===== src/rtl/rv32v_div_arbiter_if.sv =====
// Bundle of lane request, response and divider-side signals for rv32v_div_arbiter.
interface rv32v_div_arbiter_if #(
   parameter int unsigned NUM_LANES = 2,
   parameter int unsigned NUM_BITS  = 32,
   parameter int unsigned ID_W      = $clog2(NUM_LANES)
);
   // lane request side
   logic [NUM_LANES-1:0]          req_valid;
   logic [NUM_LANES-1:0]          req_ready;
   logic [NUM_LANES-1:0]          req_signed;
   logic [NUM_LANES-1:0]          req_rem;
   logic [NUM_LANES*NUM_BITS-1:0] req_a;
   logic [NUM_LANES*NUM_BITS-1:0] req_b;
   logic                          kill;

   // response side
   logic                          resp_valid;
   logic                          resp_ready;
   logic [ID_W-1:0]               resp_id;
   logic [NUM_BITS-1:0]           resp_data;

   // divider side
   logic                          div_start;
   logic                          div_is_signed;
   logic [NUM_BITS-1:0]           div_dividend;
   logic [NUM_BITS-1:0]           div_divisor;
   logic [NUM_BITS-1:0]           div_quotient;
   logic [NUM_BITS-1:0]           div_remainder;
   logic                          div_finished;

   // the arbiter itself
   modport slave (
      input  req_valid, req_signed, req_rem, req_a, req_b, kill,
      input  resp_ready,
      input  div_quotient, div_remainder, div_finished,
      output req_ready,
      output resp_valid, resp_id, resp_data,
      output div_start, div_is_signed, div_dividend, div_divisor
   );

   // lanes, consumer and divider surrounding the arbiter
   modport master (
      output req_valid, req_signed, req_rem, req_a, req_b, kill,
      output resp_ready,
      output div_quotient, div_remainder, div_finished,
      input  req_ready,
      input  resp_valid, resp_id, resp_data,
      input  div_start, div_is_signed, div_dividend, div_divisor
   );
endinterface


===== src/rtl/rv32v_div_arbiter.sv =====
// Round-robin sequencer sharing one iterative divider among vector lanes.
// Handles divide-by-zero and signed overflow locally; one request in flight.
module rv32v_div_arbiter #(
   parameter int unsigned NUM_LANES = 2,
   parameter int unsigned NUM_BITS  = 32,
   parameter int unsigned ID_W      = $clog2(NUM_LANES)
) (
   input logic               CLK,
   input logic               nRST,
   rv32v_div_arbiter_if.slave bus
);

   localparam logic [NUM_BITS-1:0] MIN_NEG = {1'b1, {(NUM_BITS-1){1'b0}}};

   typedef enum logic [2:0] {
      S_IDLE,
      S_SPECIAL,
      S_ISSUE,
      S_BUSY,
      S_RESP
   } state_e;

   state_e              state_q;
   logic [ID_W-1:0]     rr_ptr_q;
   logic [ID_W-1:0]     id_q;
   logic [NUM_BITS-1:0] a_q;
   logic [NUM_BITS-1:0] b_q;
   logic                signed_q;
   logic                rem_q;
   logic [NUM_BITS-1:0] resp_data_q;
   logic                resp_valid_q;
   logic                div_start_q;

   logic                grant_vld;
   logic [ID_W-1:0]     grant_id;
   logic [NUM_BITS-1:0] sel_a;
   logic [NUM_BITS-1:0] sel_b;
   logic                sel_signed;
   logic                sel_rem;
   logic                is_special;
   logic [ID_W-1:0]     rr_ptr_d;

   // Round-robin search starting at rr_ptr_q, wrapping around the lanes
   always_comb begin
      int unsigned idx;
      idx       = 0;
      grant_vld = 1'b0;
      grant_id  = '0;
      for (int k = 0; k < NUM_LANES; k++) begin
         idx = 32'(rr_ptr_q) + 32'(k);
         if (idx >= NUM_LANES) idx = idx - NUM_LANES;
         for (int i = 0; i < NUM_LANES; i++) begin
            if (!grant_vld && (32'(i) == idx) && bus.req_valid[i]) begin
               grant_vld = 1'b1;
               grant_id  = ID_W'(i);
            end
         end
      end
   end

   // Select the winning lane's operands and classify the special cases
   always_comb begin
      sel_a      = '0;
      sel_b      = '0;
      sel_signed = 1'b0;
      sel_rem    = 1'b0;
      for (int i = 0; i < NUM_LANES; i++) begin
         if (ID_W'(i) == grant_id) begin
            sel_a      = bus.req_a[i*NUM_BITS +: NUM_BITS];
            sel_b      = bus.req_b[i*NUM_BITS +: NUM_BITS];
            sel_signed = bus.req_signed[i];
            sel_rem    = bus.req_rem[i];
         end
      end
      is_special = (sel_b == '0) ||
                   (sel_signed && (sel_a == MIN_NEG) && (sel_b == '1));
      rr_ptr_d   = (32'(grant_id) == NUM_LANES - 1) ? '0 : grant_id + ID_W'(1);
   end

   // Grant is combinational, only in IDLE and never while kill is asserted
   always_comb begin
      bus.req_ready = '0;
      if ((state_q == S_IDLE) && !bus.kill && grant_vld) begin
         for (int i = 0; i < NUM_LANES; i++) begin
            if (ID_W'(i) == grant_id) bus.req_ready[i] = 1'b1;
         end
      end
   end

   // Sequencer: capture, bypass or launch, wait for completion, hold response
   always_ff @(posedge CLK or negedge nRST) begin
      if (!nRST) begin
         state_q      <= S_IDLE;
         rr_ptr_q     <= '0;
         id_q         <= '0;
         a_q          <= '0;
         b_q          <= '0;
         signed_q     <= 1'b0;
         rem_q        <= 1'b0;
         resp_data_q  <= '0;
         resp_valid_q <= 1'b0;
         div_start_q  <= 1'b0;
      end else if (bus.kill) begin
         state_q      <= S_IDLE;
         resp_valid_q <= 1'b0;
         div_start_q  <= 1'b0;
      end else begin
         case (state_q)
            S_IDLE: begin
               if (grant_vld) begin
                  id_q     <= grant_id;
                  a_q      <= sel_a;
                  b_q      <= sel_b;
                  signed_q <= sel_signed;
                  rem_q    <= sel_rem;
                  rr_ptr_q <= rr_ptr_d;
                  if (is_special) begin
                     state_q <= S_SPECIAL;
                  end else begin
                     state_q     <= S_ISSUE;
                     div_start_q <= 1'b1;
                  end
               end
            end
            S_SPECIAL: begin
               if (b_q == '0) resp_data_q <= rem_q ? a_q : '1;
               else           resp_data_q <= rem_q ? '0  : a_q;
               resp_valid_q <= 1'b1;
               state_q      <= S_RESP;
            end
            S_ISSUE: begin
               div_start_q <= 1'b0;
               state_q     <= S_BUSY;
            end
            S_BUSY: begin
               if (bus.div_finished) begin
                  resp_data_q  <= rem_q ? bus.div_remainder : bus.div_quotient;
                  resp_valid_q <= 1'b1;
                  state_q      <= S_RESP;
               end
            end
            S_RESP: begin
               if (bus.resp_ready) begin
                  resp_valid_q <= 1'b0;
                  state_q      <= S_IDLE;
               end
            end
            default: state_q <= S_IDLE;
         endcase
      end
   end

   assign bus.resp_valid    = resp_valid_q;
   assign bus.resp_id       = id_q;
   assign bus.resp_data     = resp_data_q;
   assign bus.div_start     = div_start_q;
   assign bus.div_is_signed = signed_q;
   assign bus.div_dividend  = a_q;
   assign bus.div_divisor   = b_q;

endmodule


===== src/flat_wrapper.sv =====
// flat-port wrapper written by rule: the top's interface ports become plain ports
module rv32v_div_arbiter_flat 
#(
   parameter int unsigned NUM_LANES = 2,
   parameter int unsigned NUM_BITS  = 32,
   parameter int unsigned ID_W      = $clog2(NUM_LANES)
)
  (CLK, nRST, bus_req_valid, bus_req_signed, bus_req_rem, bus_req_a, bus_req_b, bus_kill, bus_resp_ready, bus_div_quotient, bus_div_remainder, bus_div_finished, bus_req_ready, bus_resp_valid, bus_resp_id, bus_resp_data, bus_div_start, bus_div_is_signed, bus_div_dividend, bus_div_divisor);
  rv32v_div_arbiter_if #(.NUM_LANES(NUM_LANES), .NUM_BITS(NUM_BITS), .ID_W(ID_W)) bus_i ();
  input logic CLK;
  input logic nRST;
  input wire logic [$bits(bus_i.req_valid)-1:0] bus_req_valid;
  input wire logic [$bits(bus_i.req_signed)-1:0] bus_req_signed;
  input wire logic [$bits(bus_i.req_rem)-1:0] bus_req_rem;
  input wire logic [$bits(bus_i.req_a)-1:0] bus_req_a;
  input wire logic [$bits(bus_i.req_b)-1:0] bus_req_b;
  input wire logic [$bits(bus_i.kill)-1:0] bus_kill;
  input wire logic [$bits(bus_i.resp_ready)-1:0] bus_resp_ready;
  input wire logic [$bits(bus_i.div_quotient)-1:0] bus_div_quotient;
  input wire logic [$bits(bus_i.div_remainder)-1:0] bus_div_remainder;
  input wire logic [$bits(bus_i.div_finished)-1:0] bus_div_finished;
  output wire logic [$bits(bus_i.req_ready)-1:0] bus_req_ready;
  output wire logic [$bits(bus_i.resp_valid)-1:0] bus_resp_valid;
  output wire logic [$bits(bus_i.resp_id)-1:0] bus_resp_id;
  output wire logic [$bits(bus_i.resp_data)-1:0] bus_resp_data;
  output wire logic [$bits(bus_i.div_start)-1:0] bus_div_start;
  output wire logic [$bits(bus_i.div_is_signed)-1:0] bus_div_is_signed;
  output wire logic [$bits(bus_i.div_dividend)-1:0] bus_div_dividend;
  output wire logic [$bits(bus_i.div_divisor)-1:0] bus_div_divisor;
  assign bus_i.req_valid = bus_req_valid;
  assign bus_i.req_signed = bus_req_signed;
  assign bus_i.req_rem = bus_req_rem;
  assign bus_i.req_a = bus_req_a;
  assign bus_i.req_b = bus_req_b;
  assign bus_i.kill = bus_kill;
  assign bus_i.resp_ready = bus_resp_ready;
  assign bus_i.div_quotient = bus_div_quotient;
  assign bus_i.div_remainder = bus_div_remainder;
  assign bus_i.div_finished = bus_div_finished;
  assign bus_req_ready = bus_i.req_ready;
  assign bus_resp_valid = bus_i.resp_valid;
  assign bus_resp_id = bus_i.resp_id;
  assign bus_resp_data = bus_i.resp_data;
  assign bus_div_start = bus_i.div_start;
  assign bus_div_is_signed = bus_i.div_is_signed;
  assign bus_div_dividend = bus_i.div_dividend;
  assign bus_div_divisor = bus_i.div_divisor;
  rv32v_div_arbiter #(.NUM_LANES(NUM_LANES), .NUM_BITS(NUM_BITS), .ID_W(ID_W)) u_core (.CLK(CLK), .nRST(nRST), .bus(bus_i));
endmodule

===== config.mk =====
export PLATFORM = sky130hd
export DESIGN_NAME = rv32v_div_arbiter_flat
export DESIGN_NICKNAME = d
export VERILOG_FILES = /design/src/rtl/rv32v_div_arbiter_if.sv /design/src/rtl/rv32v_div_arbiter.sv /design/src/flat_wrapper.sv
export SDC_FILE = /design/constraint.sdc
export NUM_CORES = 1
export LEC_CHECK = 0
export BUFFER_PORTS_ARGS = -buffer_cell sky130_fd_sc_hd__buf_2
export CAP_MARGIN = 20
export CORE_AREA = 2 2 119 121
export CTS_BUF_LIST = sky130_fd_sc_hd__clkbuf_4 sky130_fd_sc_hd__clkbuf_8
export CTS_CLUSTER_DIAMETER = 200
export CTS_CLUSTER_SIZE = 8
export DETAILED_ROUTE_END_ITERATION = 8
export DIE_AREA = 0 0 121 123
export HOLD_SLACK_MARGIN = 0.02
export MAX_ROUTING_LAYER = met4
export PLACE_DENSITY_LB_ADDON = 0.05
export SLEW_MARGIN = 5
export SYNTH_ARGS = -nofsm -noshare
export SYNTH_HDL_FRONTEND = slang
export SYNTH_SLANG_ARGS = --single-unit

===== constraint.sdc =====
create_clock -name CLK -period 2.25 [get_ports CLK]
set_input_delay 0 -clock CLK [delete_from_list [all_inputs] [get_ports CLK]]
set_output_delay 0 -clock CLK [all_outputs]
set_load 0.01 [all_outputs]

==> flow_summary.ini <==
[synthesis]
synth-seq-cells = 105
yosysWarningCount = 0
syn_inst = 659
syn_area_per_cell_um2 = 9.18
yosysSeqAreaShare_pct = 43.5
synth_nets = 862
synthArstFlopShare_pct = 100
synth_flop_cell = dfrtp_1
ys_types = 29
syn_area_um2 = 6050
synth_edf_count = 0

[grt]
busiest_layer = met2
track_usage_pct = 31.5
grt_pass1_wl_mm = 35.5
first_global_vias = 6917
grt-ovfl-total = 0
grt_antenna_before_repair = 4
grt_use_met1_pct = 37.6
met3_usage_pct = 5.49
met2_usage_pct = 53.8
grt_max_degree = 113

[placed_design]
pre_cts_ws_ns = 0.230
dp_hpwl_mm = 17.5
port_buffers = 304
place_congestion = 1.00

[die]
start_util_pct = 44.4
pin_count = 305
die_w_um = 121
die_area_um2 = 14900
row_count = 43
die_h_um = 123
design.core.area_um2 = 13600

[pwr]
leakagePower_uw = 0.00465
p_int_uw = 5320
power_frac_seq_pct = 40.1
power.switching_uw = 3810
ir_worst_vdd_mv = 0.440
power_uw = 9130
combPwrFrac_pct = 46.3
pwr-share-clk_pct = 13.6
netSwitchingFraction_pct = 41.8
power_density_nw_per_um2 = 984

[timing]
worst_slew_pin_slew_ns = 0.536
fin_crit_sh_pct = 92.4
rsz0062_at_grt = false
setup_slack_ns = 0.170
finalSetupTns_ns = 0
final_max_slew_viol_count = 0
fmax_mhz = 481
fin_skew_ns = 0.0201
finalCriticalPeriod_ns = 2.08
hold_viol = 0
max-slew-margin-rel_pct = 63.9
setup_viol = 0

[clock_network]
htreeDepth = 3
cts_buffers = 9
clockBufferDepth = 2
clk_pin_slew_ns = 0.12
postCtsSetupBuffers = 0
cts_root_buf = clkbuf_8
clkSinkCount = 105
clkLatencyLatePin_ns = 0.38
tritoncts = yes

[routing]
routedWlPerCell_um = 18.2
viasPerCell = 5.40
num_vias = 6820
drt-total-wl_mm = 22.9
drt_iter0_markers = 546
route.detailed.drc = 0
firstDrtPassIters = 6
antenna_left = 0

[setup_path]
worstPathArrival_ns = 2.32
start_kind = register
path_class = reg -> reg
worst_setup_path_end_kind = register
cp_max_fo = 17
required_ns = 2.49

[layout]
drive_gt1_share_pct = 31.4
synthToLayoutAreaGrowth_pct = 53.4
nNetsFinal = 1276
n_fill_cell = 1144

[run_status]
run_status = finished, final reports clean

[hold_path]
hp-class = in -> reg

[run]
drv_cap = 0
==> power groups by stage <==
stage,logic [uW],registers [uW],clock network [uW]
after floorplan,1840,3820,0
after global placement,3850,3650,0
after detailed placement,3940,3660,0
after CTS,4230,3650,1260
after global routing,4680,3770,1340
final,4220,3660,1250
==> registers in the layout, summed over array words and instances (netlist names) <==
register / count
u_core.rr_ptr_q: 1
u_core.state_q: 3
u_core.bus.div_divisor: 32
u_core.bus.resp_id: 1
u_core.bus.resp_data: 32
u_core.bus.div_start: 1
u_core.bus.div_dividend: 32
u_core.bus.div_is_signed: 1
u_core.bus.resp_valid: 1
u_core.rem_q: 1
==> final timing paths <==
path | from | end | slack [ns] | cells past startpoint
max in group asynchronous | nRST | u_core.bus.div_divisor[31] | 1.42 | 3
max reg2reg | u_core.rr_ptr_q | u_core.bus.div_dividend[4] | 0.17 | 6
min reg2reg | u_core.bus.div_dividend[30] | u_core.bus.div_dividend[30] | 0.51 | 2
min | bus_req_b[50] | u_core.bus.div_divisor[18] | 0.02 | 3
max | u_core.rr_ptr_q | u_core.bus.div_dividend[4] | 0.17 | 6
min in group asynchronous | nRST | u_core.bus.div_divisor[1] | 0.14 | 2
==> stage by stage <==
step	util (%)	std cells	cell area (um2)	hold WS, ns
after floorplan	-	659	6050	-0.296
after global placement	57.0	1112	7760	0.00722
after detailed placement	57.0	1112	7760	0.00959
after CTS	68.1	1258	9270	0.0213
after global routing	68.2	1262	9280	0.0476
final	68.2	1262	9280	0.0213
==> per-layer routing <==
layer / part of all wire [%] / wire length [um]
met4: 2.6 / 599
met1: 39 / 8980
met2: 51 / 11600
met5: 0 / 0
met3: 7.6 / 1740
==> logic make-up after synthesis <==
group	Yosys count	share of synthesized area, %
adders and majority gates	32	5.30
DFF	105	43.5
muxes	97	16.1
and+or+nand+nor	202	17.1
AOI/OAI and AO/OA	143	12.2
buffers and inverters	80	5.88
==> layout make-up <==
class | instances | area (um2) | area share (%)
multi-input combinational | 474 | 3080 | 33.2
tap | 180 | 225 | 2.43
timing repair buffer | 449 | 3000 | 32.3
antenna | 4 | 10.0 | 0.108
sequential | 105 | 2630 | 28.3
clock inverter | 6 | 72.6 | 0.782
inverter | 34 | 128 | 1.38
clock buffer | 10 | 131 | 1.42
==> synthesized netlist by cell type, types with 8 or more instances <==
cell	count	area, um2
clkbuf_1	24	90.1
o21ai_1	31	155
o21ai_0	70	350
inv_1	34	128
maj3_1	32	320
nand4_1	24	150
nor2_1	8	30.0
a21oi_1	35	175
nor3_1	37	185
mux2i_1	97	971
dfrtp_1	105	2630
nor4_1	36	225
buf_2	14	70.1
nand2_1	74	278
==> cells in the final DEF (no fill, tap or decap), types with 32 or more instances in the layout <==
| cell type | instances |
|---|---|
| a21oi_1 | 35 |
| nor4_1 | 36 |
| inv_1 | 34 |
| nor3_1 | 37 |
| dlygate4sd3_1 | 130 |
| o21ai_0 | 70 |
| buf_2 | 303 |
| mux2i_1 | 97 |
| maj3_1 | 32 |
| nand2_1 | 73 |
| dfrtp_1 | 104 |
==> critical path: stages (launching register included) <==
cell           delay, ns
dfrtp_1             0.38
nand2b_1            0.18
nand2_4             0.14
buf_4               0.31
mux2i_1             0.28
dlygate4sd3_1       0.59
o21ai_0             0.08
==> repair_timing <==
item,in CTS,in global routing
hold buffers,130,0
endpoints found under the hold margin,102,0
resized for setup,0,0
(Power assumes the default switching activity.)
